===== src/rtl/sfx_scheduler.sv =====
// sfx_scheduler: shares the tone generator between BGM and prioritised Tetris sound effects
module sfx_scheduler #(
    parameter logic [21:0] DROP_DIV   = 22'd191113,
    parameter logic [21:0] CLEAR_DIV0 = 22'd151686,
    parameter logic [21:0] CLEAR_DIV1 = 22'd127551,
    parameter logic [21:0] CLEAR_DIV2 = 22'd95556,
    parameter logic [21:0] OVER_DIV0  = 22'd127551,
    parameter logic [21:0] OVER_DIV1  = 22'd151686,
    parameter logic [21:0] OVER_DIV2  = 22'd191113,
    parameter logic [21:0] OVER_DIV3  = 22'd255102,
    parameter logic [3:0]  DROP_TICKS = 4'd5
) (
    input  logic        clk,
    input  logic        rst,
    input  logic        tick,
    input  logic        req_drop,
    input  logic        req_clear,
    input  logic        req_over,
    input  logic        bgm_en,
    input  logic [21:0] bgm_note_div,
    input  logic [15:0] master_amp,
    output logic [21:0] note_div,
    output logic [15:0] amplitude,
    output logic [1:0]  grant,
    output logic        sfx_active
);
    localparam logic [1:0] DROP  = 2'd1;
    localparam logic [1:0] CLEAR = 2'd2;
    localparam logic [1:0] OVER  = 2'd3;

    typedef enum logic [1:0] {IDLE, FADE_OUT, PLAY, FADE_IN} state_t;

    state_t      state, state_n;
    logic [3:0]  gain, gain_n, tcnt, tcnt_n, dur;
    logic [1:0]  cur, cur_n, idx, idx_n, hi, last_idx;
    logic [3:1]  pending, pending_n, eff, clr;
    logic        go, play_n;
    logic [19:0] prod;
    logic [21:0] note_div_n;
    logic [15:0] amp_n;
    logic [1:0]  grant_n;

    function automatic logic [21:0] note_of(input logic [1:0] id, input logic [1:0] n);
        return id == OVER  ? (n == 2'd0 ? OVER_DIV0 : n == 2'd1 ? OVER_DIV1 : n == 2'd2 ? OVER_DIV2 : OVER_DIV3) :
               id == CLEAR ? (n == 2'd0 ? CLEAR_DIV0 : n == 2'd1 ? CLEAR_DIV1 : CLEAR_DIV2) : DROP_DIV;
    endfunction

    // Requests arriving this cycle take part in every decision, so a pulse acts on the next edge
    assign eff      = pending | {req_over, req_clear, req_drop};
    assign hi       = eff[3] ? OVER : eff[2] ? CLEAR : eff[1] ? DROP : 2'd0;
    assign dur      = cur == OVER ? 4'd10 : cur == CLEAR ? 4'd4 : DROP_TICKS;
    assign last_idx = cur == OVER ? 2'd3 : cur == CLEAR ? 2'd2 : 2'd0;

    // Next-state logic: fades, note sequencing, preemption and the request queue
    always_comb begin
        state_n = state;
        gain_n  = gain;
        cur_n   = cur;
        idx_n   = idx;
        tcnt_n  = tcnt;
        go      = 1'b0;
        unique case (state)
            IDLE: begin
                gain_n = 4'd8;
                if (|eff) begin
                    if (bgm_en) state_n = FADE_OUT;
                    else go = 1'b1;
                end
            end
            FADE_OUT: begin
                if (!bgm_en) begin
                    if (|eff) go = 1'b1;
                    else begin
                        state_n = IDLE;
                        gain_n  = 4'd8;
                    end
                end else if (gain == 4'd0 || (tick && gain == 4'd1)) go = 1'b1;
                else if (tick) gain_n = gain - 4'd1;
            end
            PLAY: begin
                if (hi > cur) go = 1'b1;
                else if (tick) begin
                    if (tcnt == dur - 4'd1) begin
                        tcnt_n = 4'd0;
                        if (idx == last_idx) begin
                            idx_n = 2'd0;
                            if (|eff) go = 1'b1;
                            else if (bgm_en) begin
                                state_n = FADE_IN;
                                gain_n  = 4'd0;
                            end else begin
                                state_n = IDLE;
                                gain_n  = 4'd8;
                            end
                        end else idx_n = idx + 2'd1;
                    end else tcnt_n = tcnt + 4'd1;
                end
            end
            FADE_IN: begin
                if (!bgm_en) begin
                    if (|eff) go = 1'b1;
                    else begin
                        state_n = IDLE;
                        gain_n  = 4'd8;
                    end
                end else if (|eff) begin
                    state_n = FADE_OUT;
                    gain_n  = (tick && gain < 4'd8) ? gain + 4'd1 : gain;
                end else if (tick) begin
                    gain_n = gain + 4'd1;
                    if (gain == 4'd7) state_n = IDLE;
                end
            end
        endcase
        if (go) begin
            state_n = PLAY;
            cur_n   = hi;
            idx_n   = 2'd0;
            tcnt_n  = 4'd0;
            gain_n  = 4'd0;
        end
        clr       = !go ? 3'b000 : hi == OVER ? 3'b100 : hi == CLEAR ? 3'b010 : hi == DROP ? 3'b001 : 3'b000;
        pending_n = eff & ~clr;
    end

    // Output values for the coming cycle, derived from the next state so they move with it
    always_comb begin
        play_n     = state_n == PLAY;
        prod       = 20'(master_amp) * 20'(gain_n);
        amp_n      = play_n ? master_amp : bgm_en ? prod[18:3] : 16'd0;
        note_div_n = play_n ? note_of(cur_n, idx_n) : bgm_note_div;
        grant_n    = play_n ? cur_n : 2'd0;
    end

    // State and registered outputs; reset abandons any effect and empties the queue
    always_ff @(posedge clk or posedge rst) begin
        if (rst) begin
            state      <= IDLE;
            gain       <= 4'd8;
            cur        <= 2'd0;
            idx        <= 2'd0;
            tcnt       <= 4'd0;
            pending    <= 3'b000;
            note_div   <= 22'd0;
            amplitude  <= 16'd0;
            grant      <= 2'd0;
            sfx_active <= 1'b0;
        end else begin
            state      <= state_n;
            gain       <= gain_n;
            cur        <= cur_n;
            idx        <= idx_n;
            tcnt       <= tcnt_n;
            pending    <= pending_n;
            note_div   <= note_div_n;
            amplitude  <= amp_n;
            grant      <= grant_n;
            sfx_active <= play_n;
        end
    end
endmodule


===== config.mk =====
export PLATFORM = sky130hd
export DESIGN_NAME = sfx_scheduler
export DESIGN_NICKNAME = d
export VERILOG_FILES = /design/src/rtl/sfx_scheduler.sv
export SDC_FILE = /design/constraint.sdc
export NUM_CORES = 1
export LEC_CHECK = 0
export CORE_ASPECT_RATIO = 1.4
export CORE_UTILIZATION = 29
export CTS_CLUSTER_DIAMETER = 100
export DETAILED_ROUTE_END_ITERATION = 8
export SETUP_SLACK_MARGIN = 0.2
export SLEW_MARGIN = 0
export SYNTH_ARGS = -nofsm -noshare
export SYNTH_HDL_FRONTEND = slang
export SYNTH_SLANG_ARGS = --single-unit

===== constraint.sdc =====
create_clock -name clk -period 7.6 [get_ports clk]
set_clock_uncertainty 0.15 [all_clocks]
set_input_delay 1.9 -clock clk [delete_from_list [all_inputs] [get_ports clk]]
set_output_delay 1.9 -clock clk [all_outputs]
set_load 0.01 [all_outputs]

# Word-level counts from Yosys, hierarchy flattened
# Index checks and enable logic that the tools add are counted.
[totals]
reg_bits = 58
input_bits = 45
out_inout_bits = 41
word_cells = 126
[classes]
addsub = 5
mul = 1
magnitude_cmp = 2
n_eq_ne = 18
muxes = 77
bitwise_logic = 3
reduce_logical = 10
[ops]
columns = ["cell", "count"]
rows = [
  ["two-way mux 4 bit", 21],
  ["two-way mux 18 bit", 4],
  ["two-way mux 2 bit", 28],
  ["two-way mux 16 bit", 3],
  ["two-way mux 17 bit", 2],
  ["two-way mux 22 bit", 1],
  ["equality test 2 bit, second input constant", 10],
  ["multiplier 16 x 4 -> 19 bit", 1],
  ["case mux 4 bit (4 select lines)", 1],
  ["two-way mux 1 bit", 13],
  ["adder 4 x 1 -> 4 bit, second input constant", 2],
  ["case mux 2 bit (4 select lines)", 1],
  ["subtractor 4 x 1 -> 4 bit, second input constant", 2],
  ["equality test 2 x 1 -> 1 bit, second input constant", 3],
  ["two-way mux 3 bit", 2],
  ["equality test 4 x 1 -> 1 bit, second input constant", 1],
  ["equality test 4 x 3 -> 1 bit, second input constant", 1],
  ["equality test 4 bit", 1],
  ["logical NOT 2 bit", 2],
  ["logical NOT 4 bit", 1],
  ["< comparator 4 bit, second input constant", 1],
  ["case mux 1 bit (4 select lines)", 1],
  ["nonzero test 2 bit", 2],
  ["AND 3 bit", 1],
  ["10 further kinds", 11],
]

# Longest topological paths before layout
[logic_depth]
ltp_word = 16
ltp_mapped = 27
depth_no_buf = 25

# Least setup slack after synthesis
# No wires, ideal clock.
[synth_timing]
kind = "in2reg"
from = "input req_clear"
to = "register amplitude[15]"
setup_ns = 0.087
t_arrival_ns = 7.685
t_required_ns = 7.363
path_slack_ns = -0.321
cell_stages = 26
path_buffers = 2
path_cell_list = "nor4_4 inv_2 ha_1 nor2b_1 o21ai_0 o2bb2ai_1 o41a_1 nor2_1 clkbuf_1 a221oi_1 clkbuf_1 nand2_1 fa_1 fa_1 inv_1 ha_1 nor2b_1 o21a_1 o21ai_0 a21oi_1 o41a_1 a41oi_1 a21oi_1 xnor2_1 or4_1 o211ai_1"
[synth_via]
elab_chain_cells = 12
elab_cells_between_ends = 41
classes_between = "mul (1); order compare (1); eq/ne (1); mux (36); bitwise (1); reduce/logical (1)"
[synth_rtl]
columns = ["element", "line", "source"]
rows = [
  ["start: declaration", "17", "input logic req_clear,"],
  ["bitwise OR 3 bit (*)", "49", "assign eff = pending | {req_over, req_clear, req_drop};"],
  ["OR reduction 3 bit", "n/a", ""],
  ["two-way mux 4 bit or two-way mux 1 bit (tied branches)", "87, 72, 101", ""],
  ["two-way mux 4 bit or two-way mux 1 bit (tied branches)", "85", "if (idx == last_idx) begin"],
  ["two-way mux 4 bit or two-way mux 1 bit (tied branches)", "83", "if (tcnt == dur - 4'd1) begin"],
  ["two-way mux 4 bit or two-way mux 1 bit (tied branches)", "82", "else if (tick) begin"],
  ["two-way mux 4 bit or two-way mux 1 bit (tied branches)", "81", "if (hi > cur) go = 1'b1;"],
  ["case mux 4 bit (4 select lines) or case mux 1 bit (4 select lines) (tied branches)", "62", "unique case (state)"],
  ["two-way mux 4 bit (*)", "115", "if (go) begin"],
  ["net gain_n[3]", "34", "logic [3:0] gain, gain_n, tcnt, tcnt_n, dur;"],
  ["multiplier 16 x 4 -> 19 bit (*)", "129", "prod = 20'(master_amp) * 20'(gain_n);"],
  ["two-way mux 16 bit (*) (2 in series)", "130", "amp_n = play_n ? master_amp : bgm_en ? prod[18:3] : 16'd0;"],
  ["net amp_n[15]", "40", "logic [15:0] amp_n;"],
  ["end signal: assignment", "156", "amplitude <= amp_n;"],
  ["end: declaration", "23", "output logic [15:0] amplitude,"],
]
# Mark *: on every way through the listed nets, which the timed path passes. The rest lies on a longest branch.
# A chain may end at the register's enable or synchronous reset.

# Worst setup path after layout
[layout_timing]
from = "input req_over"
to = "register amplitude[15]"
[layout_via]
elab_chain_cells = 12
elab_cells_between_ends = 40
classes_between = "mul (1); order compare (1); eq/ne (1); mux (35); bitwise (1); reduce/logical (1)"
[layout_rtl]
columns = ["element", "line", "source"]
rows = [
  ["start: declaration", "18", "input logic req_over,"],
  ["bitwise OR 3 bit (*)", "49", ""],
  ["OR reduction 3 bit", "n/a", ""],
  ["two-way mux 4 bit or two-way mux 1 bit (tied branches)", "87, 72, 101", ""],
  ["two-way mux 4 bit or two-way mux 1 bit (tied branches)", "85", ""],
  ["two-way mux 4 bit or two-way mux 1 bit (tied branches)", "83", ""],
  ["two-way mux 4 bit or two-way mux 1 bit (tied branches)", "82", ""],
  ["two-way mux 4 bit or two-way mux 1 bit (tied branches)", "81", ""],
  ["case mux 4 bit (4 select lines) or case mux 1 bit (4 select lines) (tied branches)", "62", ""],
  ["two-way mux 4 bit", "115", ""],
  ["multiplier 16 x 4 -> 19 bit", "129", ""],
  ["two-way mux 16 bit", "130", ""],
  ["two-way mux 16 bit (*)", "130", ""],
  ["net amp_n[15]", "40", ""],
]
# Marks and branches as above.

==> key figures <==
Outcome
  – Status: complete, but fails checks
  – Failing checks: DRC

Synthesis
  – Main synth FF type: dfrtp_1
  – Yosys cell types: 67
  – Syn Nets: 673
  – Gate Count Post-Synth: 568
  – Seq cells post-synth: 58
  – Mapped Avg Cell Area: 8.62 µm²
  – Seq/Total Area, Yosys: 0.297
  – Synth warnings: 0
  – Post-Syn Area: 4890 µm²
  – Number of flops mapped to enable cells by yosys: 0
  – Async S/R FF share, synth: 1.00

Drt
  – Total length of routed wires: 13,700 µm
  – Avg Vias per Cell: 5.00
  – WL/cell: 15.3 µm
  – DRC: 2
  – Starting DRT DRC Count: 160
  – Vias: 4,485
  – Pre-antenna DRT Iters: 8
  – ANT nets after route: 0

CTS
  – TritonCTS Buffers: 9
  – Worst skew pair latency: 0.33 ns
  – H-tree levels: 3
  – TritonCTS clock tree: yes
  – Clock transition at path regs: 0.06 ns
  – Clock buffer depth: 2
  – Sink Count: 58
  – Clock root buffer: clkbuf_16

Cells and area
  – Fill count: 1,608
  – Core Util, Final: 0.416
  – Register area: 1450 µm²
  – Layout cells sized above 1: 0.143
  – Antenna Cells: 0
  – Area growth syn-to-layout: 38.7%
  – Final instance area: 6790 µm²
  – Nets: 798
  – Post-route insts no fill: 897
  – Multi-input logic area: 3240 µm²

Global route
  – Vias in the first global route: 4,686
  – Total track usage: 0.163
  – GR Overflow Total: 0
  – Antenna violations before repair: 0
  – First-pass GRT wire length: 22,600 µm
  – Largest net degree at the start of global routing: 59

Placement
  – Area after DPL: 6290 µm²
  – Gpl congestion: 0.890
  – PortBufs: 85
  – Hpwl dp: 10,600 µm
  – Dpl cells: 874

Worst hold path
  – Worst hold path class: register to register

Timing
  – Max-slew headroom: 0.267
  – Worst slew pin tran: 1.10 ns
  – Final cycle utilization of the critical path: 0.937
  – Final hold vios: 0
  – Max-slew violations: 0
  – Final period demand of the worst path: 7.12 ns
  – Endpoints failing setup: 0
  – RSZ-0062 raised after global routing: false
  – Max Freq: 140 MHz

Pwr
  – Power Dens Cells: 283 nW/µm²
  – Worst VDD drop: 0.000130 V
  – Static Leakage: 3.12 nW
  – Overall Power: 1.92 mW

Die
  – Die width: 112 µm
  – Die Span Y: 156 µm
  – Num rows: 55
  – Die area: 17,400 µm²
  – I/O Pins: 86
  – Initial core utilization: 0.300
  – Core ar.: 16,300 µm²

Worst setup path
  – Req. time, crit path: 7.66 ns
  – Worst EP arrival: 7.18 ns
  – Crit Path Class: primary input to register
  – Critical Path Source Type: primary input
  – Critical-path maximum fanout: 4
  – Crit. End Element: register

Job
  – Max Cap Viol: 0
[stage by stage]
step,setup slack (ns),hold WS (ns),setup TNS [ns]
2_1_floorplan,0.208,0.377,0
3_3_place_gp,-0.319,0.405,-0.426
4_1_cts,0.274,0.423,0
3_5_place_dp,-0.464,0.412,-0.970
6_report,0.479,0.424,0
5_1_grt,0.216,0.463,0
[worst max-delay path, stage by stage]
cell	delay, ns
dlymetal6s2s_1	0.15
nor4_4	0.32
inv_2	0.09
ha_4	0.23
nor2b_4	0.13
o21ai_4	0.16
o2111ai_4	0.21
a2111oi_4	0.41
nor3_2	0.08
and2_1	0.18
fa_1	0.47
inv_1	0.06
fa_1	0.53
inv_1	0.04
ha_1	0.27
nor2b_1	0.15
o21a_1	0.19
o21ai_2	0.15
a21oi_2	0.09
o41a_1	0.43
a41oi_2	0.24
a21oi_2	0.09
xnor2_1	0.19
buf_4	0.14
xor2_1	0.15
o211ai_1	0.11
[cell type report]
cell class                      instances  area share
Clock buffer                            9      0.0332
Timing Repair Buffer                  135       0.182
Multi-Input combinational cell        420       0.477
Tap cell                              199      0.0367
Clock inverter                          7      0.0184
Sequential cell                        58       0.214
Inverter                               69      0.0382
[logic make-up (layout without fill, tap and decap cells)]
logic type,count (synthesis),after routing,share of synthesized area
compound gates,117,117,0.166
mux,4,4,0.00844
simple gates,224,224,0.236
flops,58,58,0.297
xor+xnor,15,15,0.0268
fa+ha+maj,60,60,0.196
buf+inv,90,220,0.0701
[final timing paths]
path	from	endpoint	slack (ns)	cells past startpoint
max in group asynchronous	rst	amplitude[5]	4.83	3
hold reg to reg	tcnt[3]	tcnt[3]	0.42	2
hold / removal	tcnt[3]	tcnt[3]	0.42	2
setup reg to reg	tcnt[3]	amplitude[15]	1.43	22
setup / recovery	req_over	amplitude[15]	0.48	26
min in group asynchronous	rst	note_div[21]	1.94	3
[cell usage after synthesis, drive strengths merged (2+ instances only)]
library cell	instances	area (µm²)
o31ai	11	82.6
o211ai	4	30.0
clkbuf	17	63.8
dfrtp	57	1430
nor2	36	135
or2	4	25.0
and2	49	307
nor2b	5	31.3
or3	4	25.0
or4	2	15.0
xor2	6	52.6
a21oi	32	164
o21a	2	15.0
o22ai	2	12.5
mux2i	3	30.0
a211oi	7	57.6
xnor2	9	78.8
inv	69	259
nand3	10	50.1
nand3b	2	15.0
buf	4	20.0
fa	28	561
nand4	4	25.0
or3b	2	17.5
nand2	76	285
o31a	3	26.3
a21o	10	75.1
nor3	10	66.3
o41ai	6	52.6
and4	2	17.5
nand2b	8	50.1
ha	32	400
o41a	2	22.5
nor4	5	46.3
o21ai	18	90.1
a31oi	4	25.0
a31o	2	17.5
[registers in the layout, summed over array words and instances, names as in the netlist]
register    count
grant           2
pending         3
amplitude      16
state           2
idx             2
gain            4
tcnt            4
note_div       22
sfx_active      1
cur             2
[metal layers]
layer  part of all wire  vias to the layer above  track usage
met2               0.55                       75        0.311
li1                   -                     2170            -
met1               0.41                     2223        0.185
met3              0.021                       17       0.0202
met4              0.018                        0       0.0508
met5                  0                        -            0
[repair_timing]
action,4_1_cts,5_1_grt
gates cloned,0,0
setup endpoints to repair,2,4
gates resized for setup,4,18
pin swaps,4,15
setup buffers,1,6
hold buffers,0,0
[power by group]
| part | switching (mW) | internal [mW] |
|---|---|---|
| registers | 0.0576 | 0.399 |
| logic | 0.527 | 0.454 |
| clock network | 0.164 | 0.323 |
[cell usage in the layout, fill, tap and decap left out, types with 4 or more instances in the layout]
master           instances
buf_4                   47
nand2_1                 76
o41ai_1                  6
or3_1                    4
o21ai_0                 14
clkbuf_16                9
o211ai_1                 4
o31ai_1                 10
a21oi_1                 28
a21o_1                  10
nor2_1                  34
and2_1                  48
xor2_1                   6
fa_1                    27
nand2b_1                 7
nor4_1                   4
a31oi_1                  4
nand3_1                  9
xnor2_1                  9
a211oi_1                 6
clkdlybuf4s50_1         82
inv_1                   67
ha_1                    31
dfrtp_1                 57
nand4_1                  4
nor3_1                   8
nor2b_1                  4
(Power assumes the default switching activity.)
